[config.mk]
export PLATFORM = sky130hd
export DESIGN_NAME = mram_top_module
export DESIGN_NICKNAME = d
export VERILOG_FILES = /design/src/rtl/mram_pkg.sv /design/src/rtl/mram_serial_to_parallel.sv /design/src/rtl/mram_top_module.sv
export SDC_FILE = /design/constraint.sdc
export NUM_CORES = 1
export LEC_CHECK = 0
export CORE_UTILIZATION = 45
export CTS_BUF_LIST = sky130_fd_sc_hd__clkbuf_8
export DETAILED_ROUTE_END_ITERATION = 12
export GPL_ROUTABILITY_DRIVEN = 0
export PLACE_DENSITY = 0.81
export SYNTH_ARGS = -nofsm -noshare
export SYNTH_HDL_FRONTEND = slang
export SYNTH_HIERARCHICAL = 1
export SYNTH_SLANG_ARGS = --single-unit
[constraint.sdc]
create_clock -name clk -period 5.22 [get_ports clk]
set_clock_uncertainty 0.2 [all_clocks]
set_input_delay 1.566 -clock clk [delete_from_list [all_inputs] [get_ports clk]]
set_output_delay 1.566 -clock clk [all_outputs]
set_load 0.05 [all_outputs]
[src/rtl/mram_pkg.sv]
// Shared parameters, state encoding and control bundle
// for the serial-to-MRAM bridge.
package mram_pkg;

  localparam int ADDR_W    = 20;
  localparam int DATA_W    = 16;
  localparam int FRAME_LEN = 20;
  localparam int WR_CYCLES = 2;
  localparam int RD_CYCLES = 2;
  localparam int CNT_W     = 5;

  typedef enum logic [2:0] {
    S_IDLE  = 3'd0,
    S_SHIFT = 3'd1,
    S_WRITE = 3'd2,
    S_READ  = 3'd3,
    S_SER   = 3'd4,
    S_DONE  = 3'd5
  } state_e;

  // Active-low MRAM strobes, grouped so they move together
  typedef struct packed {
    logic ce_n;
    logic we_n;
    logic oe_n;
    logic lb_n;
    logic ub_n;
  } ctrl_t;

  localparam ctrl_t CTRL_OFF = ctrl_t'(5'b11111);
  localparam ctrl_t CTRL_WR  = ctrl_t'(5'b00100);
  localparam ctrl_t CTRL_RD  = ctrl_t'(5'b01000);

endpackage

[src/rtl/mram_serial_to_parallel.sv]
// LSB-first deserializer: each enabled edge writes the
// next bit position; partial words are visible in place.
module serial_to_parallel #(
  parameter int WIDTH = 16
) (
  input  logic             clk,
  input  logic             rst,
  input  logic             clr,
  input  logic             en,
  input  logic             ser_in,
  output logic [WIDTH-1:0] par_out
);

  localparam int PW = $clog2(WIDTH + 1);

  logic [WIDTH-1:0] par_q, par_d;
  logic [PW-1:0]    pos_q, pos_d;

  // Place the incoming bit at the current position
  always_comb begin
    par_d = par_q;
    pos_d = pos_q;
    if (clr) begin
      pos_d = '0;
    end else if (en && pos_q < PW'(WIDTH)) begin
      for (int i = 0; i < WIDTH; i++) begin
        if (pos_q == PW'(i)) par_d[i] = ser_in;
      end
      pos_d = pos_q + 1'b1;
    end
  end

  // Register word and position
  always_ff @(posedge clk) begin
    if (rst) begin
      par_q <= '0;
      pos_q <= '0;
    end else begin
      par_q <= par_d;
      pos_q <= pos_d;
    end
  end

  assign par_out = par_q;

endmodule

[src/rtl/mram_top_module.sv]
// Serial frame to parallel MRAM write/read sequencer
// with serialized readback.
module mram_top_module
  import mram_pkg::*;
(
  input  logic              clk,
  input  logic              rst,
  input  logic              data_in,
  input  logic              addr_in,
  input  logic              read_write_sel,
  output logic [DATA_W-1:0] data_out,
  output logic [ADDR_W-1:0] addr_out,
  input  logic [DATA_W-1:0] parallel_data_in,
  output logic              ser_data_out,
  output logic              chip_en,
  output logic              write_en,
  output logic              out_en,
  output logic              lower_byte_en,
  output logic              upper_byte_en
);

  state_e            state_q, state_d;
  logic [CNT_W-1:0]  cnt_q, cnt_d;
  logic              op_q, op_d;
  logic [DATA_W-1:0] rd_q, rd_d;
  ctrl_t             ctrl_q, ctrl_d;
  logic              ser_q, ser_d;
  logic [3:0]        nxt;
  logic              shifting;
  logic              clr;
  logic              data_en;

  assign shifting = (state_q == S_SHIFT);
  assign clr      = (state_q == S_IDLE);
  assign data_en  = shifting && (cnt_q < CNT_W'(DATA_W));
  assign nxt      = cnt_q[3:0] + 4'd1;

  serial_to_parallel #(.WIDTH(ADDR_W)) u_addr (
    .clk     (clk),
    .rst     (rst),
    .clr     (clr),
    .en      (shifting),
    .ser_in  (addr_in),
    .par_out (addr_out)
  );

  serial_to_parallel #(.WIDTH(DATA_W)) u_data (
    .clk     (clk),
    .rst     (rst),
    .clr     (clr),
    .en      (data_en),
    .ser_in  (data_in),
    .par_out (data_out)
  );

  // Sequencer: next state, counters and registered outputs
  always_comb begin
    state_d = state_q;
    cnt_d   = cnt_q;
    op_d    = op_q;
    rd_d    = rd_q;
    ctrl_d  = CTRL_OFF;
    ser_d   = 1'b0;
    unique case (state_q)
      S_IDLE: begin
        op_d    = read_write_sel;
        cnt_d   = '0;
        state_d = S_SHIFT;
      end
      S_SHIFT: begin
        if (cnt_q == CNT_W'(FRAME_LEN - 1)) begin
          cnt_d = '0;
          if (op_q) begin
            state_d = S_WRITE;
            ctrl_d  = CTRL_WR;
          end else begin
            state_d = S_READ;
            ctrl_d  = CTRL_RD;
          end
        end else begin
          cnt_d = cnt_q + 1'b1;
        end
      end
      S_WRITE: begin
        if (cnt_q == CNT_W'(WR_CYCLES - 1)) begin
          cnt_d   = '0;
          state_d = S_DONE;
        end else begin
          cnt_d  = cnt_q + 1'b1;
          ctrl_d = CTRL_WR;
        end
      end
      S_READ: begin
        if (cnt_q == CNT_W'(RD_CYCLES - 1)) begin
          cnt_d   = '0;
          rd_d    = parallel_data_in;
          ser_d   = parallel_data_in[0];
          state_d = S_SER;
        end else begin
          cnt_d  = cnt_q + 1'b1;
          ctrl_d = CTRL_RD;
        end
      end
      S_SER: begin
        if (cnt_q == CNT_W'(DATA_W - 1)) begin
          cnt_d   = '0;
          state_d = S_DONE;
        end else begin
          cnt_d = cnt_q + 1'b1;
          ser_d = rd_q[nxt];
        end
      end
      S_DONE: begin
        state_d = S_DONE;
      end
      default: begin
        state_d = S_IDLE;
      end
    endcase
  end

  // State and output registers
  always_ff @(posedge clk) begin
    if (rst) begin
      state_q <= S_IDLE;
      cnt_q   <= '0;
      op_q    <= 1'b0;
      rd_q    <= '0;
      ctrl_q  <= CTRL_OFF;
      ser_q   <= 1'b0;
    end else begin
      state_q <= state_d;
      cnt_q   <= cnt_d;
      op_q    <= op_d;
      rd_q    <= rd_d;
      ctrl_q  <= ctrl_d;
      ser_q   <= ser_d;
    end
  end

  assign chip_en       = ctrl_q.ce_n;
  assign write_en      = ctrl_q.we_n;
  assign out_en        = ctrl_q.oe_n;
  assign lower_byte_en = ctrl_q.lb_n;
  assign upper_byte_en = ctrl_q.ub_n;
  assign ser_data_out  = ser_q;

endmodule

==> After elaboration in Yosys (flattened, before gate mapping) <==
Cells that the tools add are included.
W data, S select, Z words.
{ "totals": {"register_bits": 77, "out_inout_bits": 42, "elab_cells": 170} }
{ "classes": {"n_addsub": 4, "n_lt_le_gt_ge": 4, "eq_ne": 46, "mux": 20, "n_bitwise": 1, "n_reduce_logical": 47} }
{ "op_table": {"columns": ["operator", "n"], "rows": [
  ["$reduce_and A3 Y1", 36],
  ["$eq A5 B4 Y1 const B", 17],
  ["$eq A5 B3 Y1 const B", 8],
  ["$mux W5", 6],
  ["$eq A5 B5 Y1 const B", 5],
  ["$eq A5 B2 Y1 const B", 4],
  ["$pmux W5 S4", 1],
  ["$pmux W3 S6", 1],
  ["$add A5 B1 Y5 const B", 3],
  ["$eq A5 B1 Y1 const B", 3],
  ["$lt A5 B5 Y1 const B", 3],
  ["$pmux W5 S3", 1],
  ["$mux W3", 4],
  ["$logic_not A5 Y1", 2],
  ["$eq A3 B2 Y1 const B", 2],
  ["$eq A3 B3 Y1 const B", 2],
  ["$ne A2 B2 Y1 const B", 3],
  ["$lt A4 B5 Y1 const B", 1],
  ["$add A4 B1 Y4 const B", 1],
  ["$bmux W1 S4", 1],
  ["$mux W1", 4],
  ["$mux W4", 1],
  ["$reduce_and A4 Y1", 1],
  ["$reduce_bool A4 Y1", 1],
  ["8 further kinds", 11]
]} }

==> Depth between registers and ports, before layout <==
{ "depth": {"depth_word": 5, "mapped_depth": 8, "depth_no_buf": 8} }

==> Cells and area by module <==
The synthesis kept the hierarchy.
{ "by_module_without_submodules": {"columns": ["module", "instances", "cells_per_inst", "area_per_inst_um2", "seq_area_each_um2"], "rows": [
  ["mram_top_module", 1, 156, 1532.7, 580.6],
  ["serial_to_parallel at u_addr", 1, 133, 1301.2, 500.5],
  ["serial_to_parallel at u_data", 1, 106, 1034.7, 420.4]
]} }

==> Worst setup path before layout <==
OpenSTA, ideal clock, no wires.
{ "synth_timing": {"path_type": "register to output", "startpoint": "reg, netlist name chip_en", "endpoint": "out lower_byte_en", "t_arrival_ns": 0.914, "setup_slack_ns": 2.540, "stages_incl_launch_ff": 2, "path_cell_list": "dfxtp_1 buf_4"} }
{ "synth_lines": {"columns": ["element", "line", "source"], "rows": [
  ["end: declaration", "mram_top_module.sv:18", "output logic lower_byte_en,"]
]} }

==> Worst setup path after layout <==
{ "layout_timing": {"startpoint": "reg u_data.par_q[10], in the netlist u_data/par_out[10]", "endpoint": "out data_out[10]"} }
{ "layout_lines": {"columns": ["element", "line", "source"], "rows": [
  ["start: declaration", "mram_serial_to_parallel.sv:16", "logic [WIDTH-1:0] par_q, par_d;"],
  ["start signal: assignment", "mram_serial_to_parallel.sv:39", "par_q <= par_d;"],
  ["end: declaration", "mram_top_module.sv:11", "output logic [DATA_W-1:0] data_out,"]
]} }
No word-level cell between the ends.

==> impl_metrics.yaml <==
run_status:
  run_status: "finished clean"
floorplanning:
  die-width_um: 94.72
  die_height_um: 94.72
  io_pins: 63
  row_count: 33
  floorplan.die_area_um2: 8972
  starting_density_of_the_core_pct: 46.85
  core-area_um2: 8258
finish:
  area_grow_syn2layout_pct: 21.12
  num_antenna_cells: 0
  nets_final: 484
  final-instance-count-excl-fill: 556
  final_layout_size_suffix_gt1_share_pct: 10.86
sta:
  final.period_utilization_pct: 62.94
  setup_total_negative_slack_ps: 0
  rsz0062_at_grt: "false"
  timing_hold_violations_final: 0
  achievable_frequency_mhz: 304.4
  worst_pin_slew_ps: 716.8
  min_period_ps: 3286
  timing.slew.headroom_pct: 52.22
  slew_viol_final: 0
  timing.final.setup_violations: 0
  hold-worst-slack_ps: 276.1
drt:
  routed_wire_length_per_instance_um: 13.36
  first_iter_violations: 112
  drtAntennaViolNets: 0
  post_drt_via_cell_ratio: 5.214
  drtPass1Iterations: 4
  detailed_route_via_count: 2899
  drc: 0
  route.final.wire_length_um: 7426
clock_network:
  cts_resized: 0
  post-cts-setup-buffer-count: 0
  tritoncts: "yes"
  cts_hold_buf: 0
  cts.clk_slew.worst_paths_ps: 80
  worstSkewPairLatency_ps: 340
  clock_path_buffers: 2
  cts.root.buffer_cell: "clkbuf_8"
  clock_sinks: 75
  cts_inserted_buffers: 9
  htree_num_levels: 3
placement:
  dp_hpwl_um: 5171
  placed_cells_incl_taps: 540
  io_buffer_count: 62
yosys:
  synth.avg_cell_area_um2: 9.794
  yosys_register_bits: 75
  mappedNetlistNets: 433
  ys_types: 58
  yosysMostFrequentCell: "dfxtp_1"
  synth.top_cells.by_area: "dfxtp_1 39%, mux2i_1 14%, nand2b_1 6.3%"
  synthesis.yosys.warnings: 6
  synthDominantAreaCellType: "dfxtp_1"
  postSynth.topFlopCell: "dfxtp_1"
  synth_cells: 395
  synthArstFlopShare_pct: 0
  synth_edf_count: 0
  synth.cell_area_um2: 3869
  synth_largest_type_area_fraction_pct: 38.81
  sequential_area_share_after_synthesis_pct: 38.81
  yosys-top-cells-count: "75 x dfxtp_1, 56 x mux2i_1, 39 x nand2b_1, 32 x nor2_1, 27 x nand2_1"
grt:
  antenna_found_initial: 0
  grt_pass1_vias: 2839
  grt.overflow.total: 0
  track_usage_pct: 18.06
  grt_max_degree: 44
  grt_first_pass_wirelength_um: 12800
setup_path:
  crit_family: "buffers and inverters"
  timing.setup.critical_path_class: "flop to output port"
  cp_data_arrival_time_ps: 1520
  cp_max_fo: 2
  worst_path_max_delay_cell: "clkdlybuf4s50_1"
  crit_required_ps: 3450
  cp.buffers_inverters: 1
  critical_path.reg2reg.endpoint: "u_data/par_out[14]"
  timing.critical_path.from_type: "flop"
  worstReg2RegStart: "state_q[0]"
  slowest_delay_ps: 820
  reg2reg_depth: 5
  timing.reg2reg.setup_slack_ps: 2620
  setup.worst_path.end_class: "output port"
  list_of_cells_traversed_by_the_critical_path: "clkdlybuf4s50_1"
pwr:
  peakVddDrop_uv: 165.8
  power_leakage_nw: 1.992
  power_density_nw_per_um2: 339.0
worst_hold_path:
  worst_hold_path.num_cells: 2
  critical_hold_path_startpoint: "u_addr/par_out[14]"
  holdCritPathClass: "flop to flop"
  min_delay_worst_endpoint: "u_addr/par_out[14]"
run:
  max_cap_viol: 0
where the power goes:
| group | switching (mW) | total (mW) | internal (mW) |
|---|---|---|---|
| Sequential | 0.0636 | 0.670 | 0.607 |
| Combinational | 0.267 | 0.480 | 0.213 |
| Clock | 0.209 | 0.438 | 0.230 |
worst reg2reg max path, stage by stage, from the launching register on:
cell and delay [ps]:
dfxtp_1 600, or3b_1 540, nor2_1 510, and4bb_2 380, nand3_1 110, mux2i_1 140
how the worst max path moves through the flow:
stage / start / to / slack [ps] / cells past startpoint
after floorplan: chip_en / lower_byte_en / 2540 / 1
after global placement: rst / u_addr/par_out[7] / 2030 / 3
after detailed placement: rst / u_addr/par_out[10] / 1920 / 3
after CTS: u_data/par_out[3] / data_out[3] / 1920 / 1
after global routing: u_data/par_out[10] / data_out[10] / 1890 / 1
final: u_data/par_out[10] / data_out[10] / 1930 / 1
registers in the layout (all words and copies together) (netlist names), 3 cells and up:
name	flops
u_addr/par_out	20
rd_q	16
u_data/par_out	16
cnt_q	5
u_addr/pos_q	5
u_data/pos_q	5
state_q	3
layout make-up:
cell class | instances | area, µm²
sequential | 75 | 1501
multi-input combinational | 278 | 2160
tap | 105 | 131.4
timing repair buffer | 64 | 630.6
clock inverter | 6 | 57.56
clock buffer | 10 | 137.6
inverter | 18 | 67.56
fill | 727 | 3572
layer usage:
layer  global-route usage (%)  share of wire (%)
met1                    23.37                 49
met2                    29.38                 46
met3                    3.140                3.9
met4                    7.955                1.8
met5                        0                  0
cell usage in the layout (no fill, tap or decap), drive strengths merged, types with 2 or more instances in the layout:
cell type      count
dfxtp             75
clkdlybuf4s50     61
mux2i             56
nand2b            41
nor2              32
nand2             27
inv               20
ha                17
nand3             17
a21oi             12
clkbuf            10
o21ai              9
and4bb             9
nor2b              4
mux4               4
nor3               3
or3                3
xnor2              3
or2                3
buf                3
or3b               2
nor4b              2
o21a               2
o22ai              2
a32oi              2
xor2               2
clkinvlp           2
and2b              2
and3               2
logic make-up after synthesis:
family	after synthesis	share of synthesized area, %
buffers and inverters	42	5.368
muxes	61	17.11
DFF	75	38.81
and+or+nand+nor	155	25.16
AOI/OAI and AO/OA	40	6.921
xor gates and xnor gates	5	1.132
adders and majority gates	17	5.498
metrics by stage:
step | cell area [µm²] | power [mW] | util (%) | worst slack (ps)
3_3_place_gp | 4491 | 1.149 | 54.38 | 2026
5_1_grt | 4686 | 1.680 | 56.74 | 1886
6_report | 4686 | 1.589 | 56.74 | 1934
4_1_cts | 4686 | 1.600 | 56.74 | 1922
2_1_floorplan | 3869 | 1.058 | - | 2540
3_5_place_dp | 4491 | 1.161 | 54.38 | 1919
No activity file was read; power rests on OpenSTA's default activity.
